$ cat config.mk
export PLATFORM = sky130hd
export DESIGN_NAME = status_cond_unit_flat
export DESIGN_NICKNAME = d
export VERILOG_FILES = /design/src/rtl/status_cond_unit_if.sv /design/src/rtl/status_cond_unit.sv /design/src/flat_wrapper.sv
export SDC_FILE = /design/constraint.sdc
export NUM_CORES = 1
export LEC_CHECK = 0
export ABC_CLOCK_PERIOD_IN_PS = 1300
export CELL_PAD_IN_SITES_DETAIL_PLACEMENT = 1
export CELL_PAD_IN_SITES_GLOBAL_PLACEMENT = 2
export CORE_ASPECT_RATIO = 1.2
export CORE_MARGIN = 1
export CORE_UTILIZATION = 17
export CTS_CLUSTER_DIAMETER = 40
export DETAILED_ROUTE_END_ITERATION = 16
export PLACE_DENSITY = 0.76
export REMOVE_ABC_BUFFERS = 1
export SLEW_MARGIN = 20
export SYNTH_ARGS = -nofsm -noshare
export SYNTH_HDL_FRONTEND = slang
export SYNTH_SLANG_ARGS = --single-unit
$ cat constraint.sdc
create_clock -name clk -period 1.3 [get_ports clk]
set_input_delay 0.195 -clock clk [delete_from_list [all_inputs] [get_ports clk]]
set_output_delay 0.195 -clock clk [all_outputs]
set_load 0.005 [all_outputs]
$ cat src/rtl/status_cond_unit_if.sv
// Status/condition bundle between the pipeline and status_cond_unit.
// master: pipeline side driving EXE/ID info; slave: the status/condition unit.
interface status_cond_unit_if;
   logic [3:0] statusBits;
   logic       sUpdate;
   logic       freeze;
   logic       saveReq;
   logic       restoreReq;
   logic [3:0] condCode;
   logic       condValid;
   logic       condPass;
   logic       condUndef;
   logic       flagStall;
   logic [3:0] statusReg;
   logic       carryIn;
   logic [3:0] shadowReg;

   modport master (
      output statusBits, sUpdate, freeze, saveReq, restoreReq, condCode, condValid,
      input  condPass, condUndef, flagStall, statusReg, carryIn, shadowReg
   );

   modport slave (
      input  statusBits, sUpdate, freeze, saveReq, restoreReq, condCode, condValid,
      output condPass, condUndef, flagStall, statusReg, carryIn, shadowReg
   );
endinterface

$ cat src/rtl/status_cond_unit.sv
// NZCV status register with shadow copy, ARM condition decode and EXE->ID flag hazard handling.
// Macro STATUS_COND_FWD_EN: forward pending flags to the decode instead of stalling.
module status_cond_unit (
   input logic               clk,
   input logic               rst,
   status_cond_unit_if.slave bus
);
   logic [3:0]  status_reg;
   logic [3:0]  shadow_reg;
   logic [3:0]  pend_nzcv;
   logic [3:0]  eval_flags;
   logic [15:0] cond_vec;

   // Flags are packed {N,Z,V,C}; code 1111 (NV) never passes.
   function automatic logic cond_eval(input logic [3:0] code, input logic [3:0] f);
      logic n, z, v, c;
      n = f[3];
      z = f[2];
      v = f[1];
      c = f[0];
      case (code)
         4'h0:    cond_eval = z;
         4'h1:    cond_eval = !z;
         4'h2:    cond_eval = c;
         4'h3:    cond_eval = !c;
         4'h4:    cond_eval = n;
         4'h5:    cond_eval = !n;
         4'h6:    cond_eval = v;
         4'h7:    cond_eval = !v;
         4'h8:    cond_eval = c & !z;
         4'h9:    cond_eval = !c | z;
         4'hA:    cond_eval = (n == v);
         4'hB:    cond_eval = (n != v);
         4'hC:    cond_eval = !z & (n == v);
         4'hD:    cond_eval = z | (n != v);
         4'hE:    cond_eval = 1'b1;
         default: cond_eval = 1'b0;
      endcase
   endfunction

   // Restore outranks a fresh ALU update.
   assign pend_nzcv = bus.restoreReq ? shadow_reg :
                      (bus.sUpdate ? bus.statusBits : status_reg);

   always_ff @(posedge clk) begin
      if (rst) begin
         status_reg <= 4'b0000;
         shadow_reg <= 4'b0000;
      end else if (!bus.freeze) begin
         status_reg <= pend_nzcv;
         if (bus.saveReq) begin
            shadow_reg <= status_reg;
         end
      end
   end

`ifdef STATUS_COND_FWD_EN
   assign eval_flags    = pend_nzcv;
   assign bus.flagStall = 1'b0;
`else
   logic flag_dep;
   logic hazard;

   assign eval_flags    = status_reg;
   assign flag_dep      = (bus.condCode[3:1] != 3'b111);
   // Independent of freeze: a frozen EXE still has its flags outstanding.
   assign hazard        = bus.condValid & flag_dep & (bus.sUpdate | bus.restoreReq);
   assign bus.flagStall = hazard;
`endif

   generate
      for (genvar gi = 0; gi < 16; gi++) begin : g_cond
         assign cond_vec[gi] = cond_eval(4'(gi), eval_flags);
      end
   endgenerate

   assign bus.condPass  = bus.condValid & cond_vec[bus.condCode];
   assign bus.condUndef = bus.condValid & (bus.condCode == 4'b1111);
   assign bus.statusReg = status_reg;
   assign bus.carryIn   = status_reg[0];
   assign bus.shadowReg = shadow_reg;
endmodule
$ cat src/flat_wrapper.sv
// flat-port wrapper written by rule: the top's interface ports become plain ports
module status_cond_unit_flat 
  (clk, rst, bus_statusBits, bus_sUpdate, bus_freeze, bus_saveReq, bus_restoreReq, bus_condCode, bus_condValid, bus_condPass, bus_condUndef, bus_flagStall, bus_statusReg, bus_carryIn, bus_shadowReg);
  status_cond_unit_if bus_i ();
  input logic clk;
  input logic rst;
  input wire logic [$bits(bus_i.statusBits)-1:0] bus_statusBits;
  input wire logic [$bits(bus_i.sUpdate)-1:0] bus_sUpdate;
  input wire logic [$bits(bus_i.freeze)-1:0] bus_freeze;
  input wire logic [$bits(bus_i.saveReq)-1:0] bus_saveReq;
  input wire logic [$bits(bus_i.restoreReq)-1:0] bus_restoreReq;
  input wire logic [$bits(bus_i.condCode)-1:0] bus_condCode;
  input wire logic [$bits(bus_i.condValid)-1:0] bus_condValid;
  output wire logic [$bits(bus_i.condPass)-1:0] bus_condPass;
  output wire logic [$bits(bus_i.condUndef)-1:0] bus_condUndef;
  output wire logic [$bits(bus_i.flagStall)-1:0] bus_flagStall;
  output wire logic [$bits(bus_i.statusReg)-1:0] bus_statusReg;
  output wire logic [$bits(bus_i.carryIn)-1:0] bus_carryIn;
  output wire logic [$bits(bus_i.shadowReg)-1:0] bus_shadowReg;
  assign bus_i.statusBits = bus_statusBits;
  assign bus_i.sUpdate = bus_sUpdate;
  assign bus_i.freeze = bus_freeze;
  assign bus_i.saveReq = bus_saveReq;
  assign bus_i.restoreReq = bus_restoreReq;
  assign bus_i.condCode = bus_condCode;
  assign bus_i.condValid = bus_condValid;
  assign bus_condPass = bus_i.condPass;
  assign bus_condUndef = bus_i.condUndef;
  assign bus_flagStall = bus_i.flagStall;
  assign bus_statusReg = bus_i.statusReg;
  assign bus_carryIn = bus_i.carryIn;
  assign bus_shadowReg = bus_i.shadowReg;
  status_cond_unit u_core (.clk(clk), .rst(rst), .bus(bus_i));
endmodule
==> run summary <==
Status = finished with violations
Failing checks = setup timing
Nets = 104
Port-buffer cells = 26
Post-route DRC = 0
Share of cells above drive strength 1 = 31.0%
Max clock buf depth = 2
Wire length per cell = 12.7 um
Hold Crit Start = u_core.bus.shadowReg[2]
Starting Density = 18.0%
Synth top area cells = dfxtp_1, mux2i_1, nor2_1, a211oi_1, xor2_1
RSZ-0062 raised after global routing = yes
Leading area contributor after synthesis = dfxtp_1
Startpoint types = register
Leakage = 0.439 nW
PD cells = 763 mW/mm^2
ANT nets after route = 0
VDD IR max = 0.337 mV
Vias/cell = 4.24
Ports = 27
Path depth of the worst reg2reg path = 3
Final WL = 1520 um
Cell area after synthesis = 459 sq um
Clk slew on worst S/H paths = 50 ps
Final Critical Period = 1630 ps
CTS root buf = clkbuf_4
Sequential cell area fraction in the yosys report = 34.9%
Number of synthesized register bits = 8
Ys flop type = dfxtp_1
CP arrival = 1430 ps
Drt first-iter violations = 1
Rel. slew slack = 78.2%
Worst-skew pair later-pin latency = 250 ps
Top cell type's share of synthesized area = 34.9%
R2R Path Start = u_core.bus.statusReg[1]
Pin slew with the least headroom to its limit = 327 ps
Gr busiest metal = met2
Clk sinks = 8
Critical path class = reg2out
Cell variety after synth = 18
Syn Inst Count = 52
Hold Crit Class = reg2reg
Core Util, Final = 33.2%
Number of synthesized flops with an enable pin = 0
Layout area overhead = 84.7%
Filler Cells Inserted = 305
FF-to-FF End = u_core.bus.statusReg[1]
Drt pass-1 iters = 3
Fmax = 0.614 GHz
Period utilisation layout = 125%
Die Height = 58.9 um
Largest net degree at the start of global routing = 9
Met1 usage = 11.9%
Hpwl dp = 1140 um
CTS buffer count = 3
H-tree depth = 1
CP max FO = 4
Die ar. = 0.00291 sq mm
Final Skew = 0.121 ps
Number of max-cap violations = 0
Dpl cell area = 795 sq um
Post-synth ARST share = 0%
Hold Vio Cnt, Final = 0
RD Place Congestion = 0.739
Die extent in x = 49.4 um
Gr usage total = 11.3%
Grt met2 use = 22.7%
Antenna cell count = 0
Setup violators final = 1
Setup ws final = -328 ps
First-pass GRT wire length = 2460 um
Reg-to-reg slack, setup = 480 ps
WHS Endpoint = u_core.bus.shadowReg[2]
Count of pins over their slew limit = 0
Endpoint type of the worst setup path = output pin
TritonCTS clock tree = built
Met3 GRT Util = 1.55%
Vias in the first global route = 556
Core ar. = 0.00255 sq mm
Global route total overflow = 0
Mean Syn Cell Area = 8.83 sq um
Post-route cell area = 848 sq um
Initial antenna violation count = 0
Required @ worst endpoint = 1110 ps
Num rows = 20
Cell with the most instances after synthesis = nor2_1
Hold Path Stages = 2
Most common library cells after synthesis = nor2_1, mux2i_1, dfxtp_1, a211oi_1
Detailed-route via count = 509
Syn. warnings = 0
power breakdown:
group          internal (mW)  switching (mW)  total, mW
sequential             0.260          0.0125      0.272
clock                  0.105          0.0807      0.186
combinational          0.114          0.0739      0.188
total                  0.480           0.167      0.647
registers in the layout (all words and copies together) (netlist names):
name and flops:
u_core.bus.shadowReg 4, u_core.bus.statusReg 4
stage by stage:
stage	cells	power, mW	worst slack (ps)	TNS (ps)	hold slack, ps
3_3_place_gp	115	0.466	-961	-2490	503
4_1_cts	119	0.652	-365	-365	506
3_5_place_dp	115	0.470	-1040	-2780	514
2_1_floorplan	47	0.335	-25.1	-25.1	267
6_report	120	0.647	-328	-328	495
5_1_grt	120	0.683	-433	-433	526
final cells by class:
class / instances / area [sq um] / share of cell area, %
flip-flops and latches: 8 / 171 / 20.2
clock buffers: 3 / 22.5 / 2.65
well taps: 33 / 41.3 / 4.87
multi-input cells: 39 / 279 / 32.9
repair buffers: 37 / 334 / 39.4
worst max-delay path: stages, from the launching register on:
cell	delay (ps)
dfxtp_4	370
xor2_1	130
nand2_1	90
a311oi_2	260
mux2i_1	200
buf_2	130
worst max path at each step:
stage          cells after the start                    start      endpoint
2_1_floorplan                      4  u_core.bus.statusReg[3]  bus_condPass
3_3_place_gp                       6          bus_condCode[2]  bus_condPass
3_5_place_dp                       6          bus_condCode[2]  bus_condPass
4_1_cts                            5  u_core.bus.statusReg[1]  bus_condPass
5_1_grt                            5  u_core.bus.statusReg[1]  bus_condPass
6_report                           5  u_core.bus.statusReg[1]  bus_condPass
logic make-up (layout without fill, tap and decap cells):
| logic type | Yosys count | after routing | synth area share (%) |
|---|---|---|---|
| AND/OR/NAND/NOR | 20 | 20 | 19.9 |
| multiplexers | 11 | 11 | 24.0 |
| flip-flops | 8 | 8 | 34.9 |
| AO/OA/AOI/OAI | 6 | 6 | 10.1 |
| buffers and inverters | 5 | 40 | 7.35 |
| XOR/XNOR | 2 | 2 | 3.82 |
cell usage in the layout (no fill, tap or decap):
master,instances
nor2_1,11
mux2i_1,11
buf_4,11
clkdlybuf4s50_1,10
dlygate4sd2_1,8
dfxtp_2,6
dlymetal6s2s_1,4
a211oi_1,3
clkbuf_4,3
nand2_1,2
xor2_1,2
nor2_2,1
nand3_1,1
and3b_1,1
nand2b_1,1
o21bai_1,1
nor3b_1,1
nor3_1,1
a311oi_2,1
nor2b_1,1
a211oi_2,1
clkdlybuf4s15_2,1
buf_2,1
clkbuf_2,1
clkdlybuf4s15_1,1
dfxtp_1,1
dfxtp_4,1
routing by layer:
metal  vias to the layer above  wire length (um)
met1                       230               666
met3                         0                82
met4                         0                 0
met2                        25               773
met5                         -                 0
li1                        254                 -
what timing repair did:
item | 4_1_cts | 5_1_grt
gates resized for setup | 27 | 8
pin swaps | 3 | 3
cloned | 0 | 0
buffers inserted | 1 | 1
endpoints found under the setup margin | 12 | 10
hold buffers | 0 | 0
Note: power is estimated with default switching activity, not from simulation.
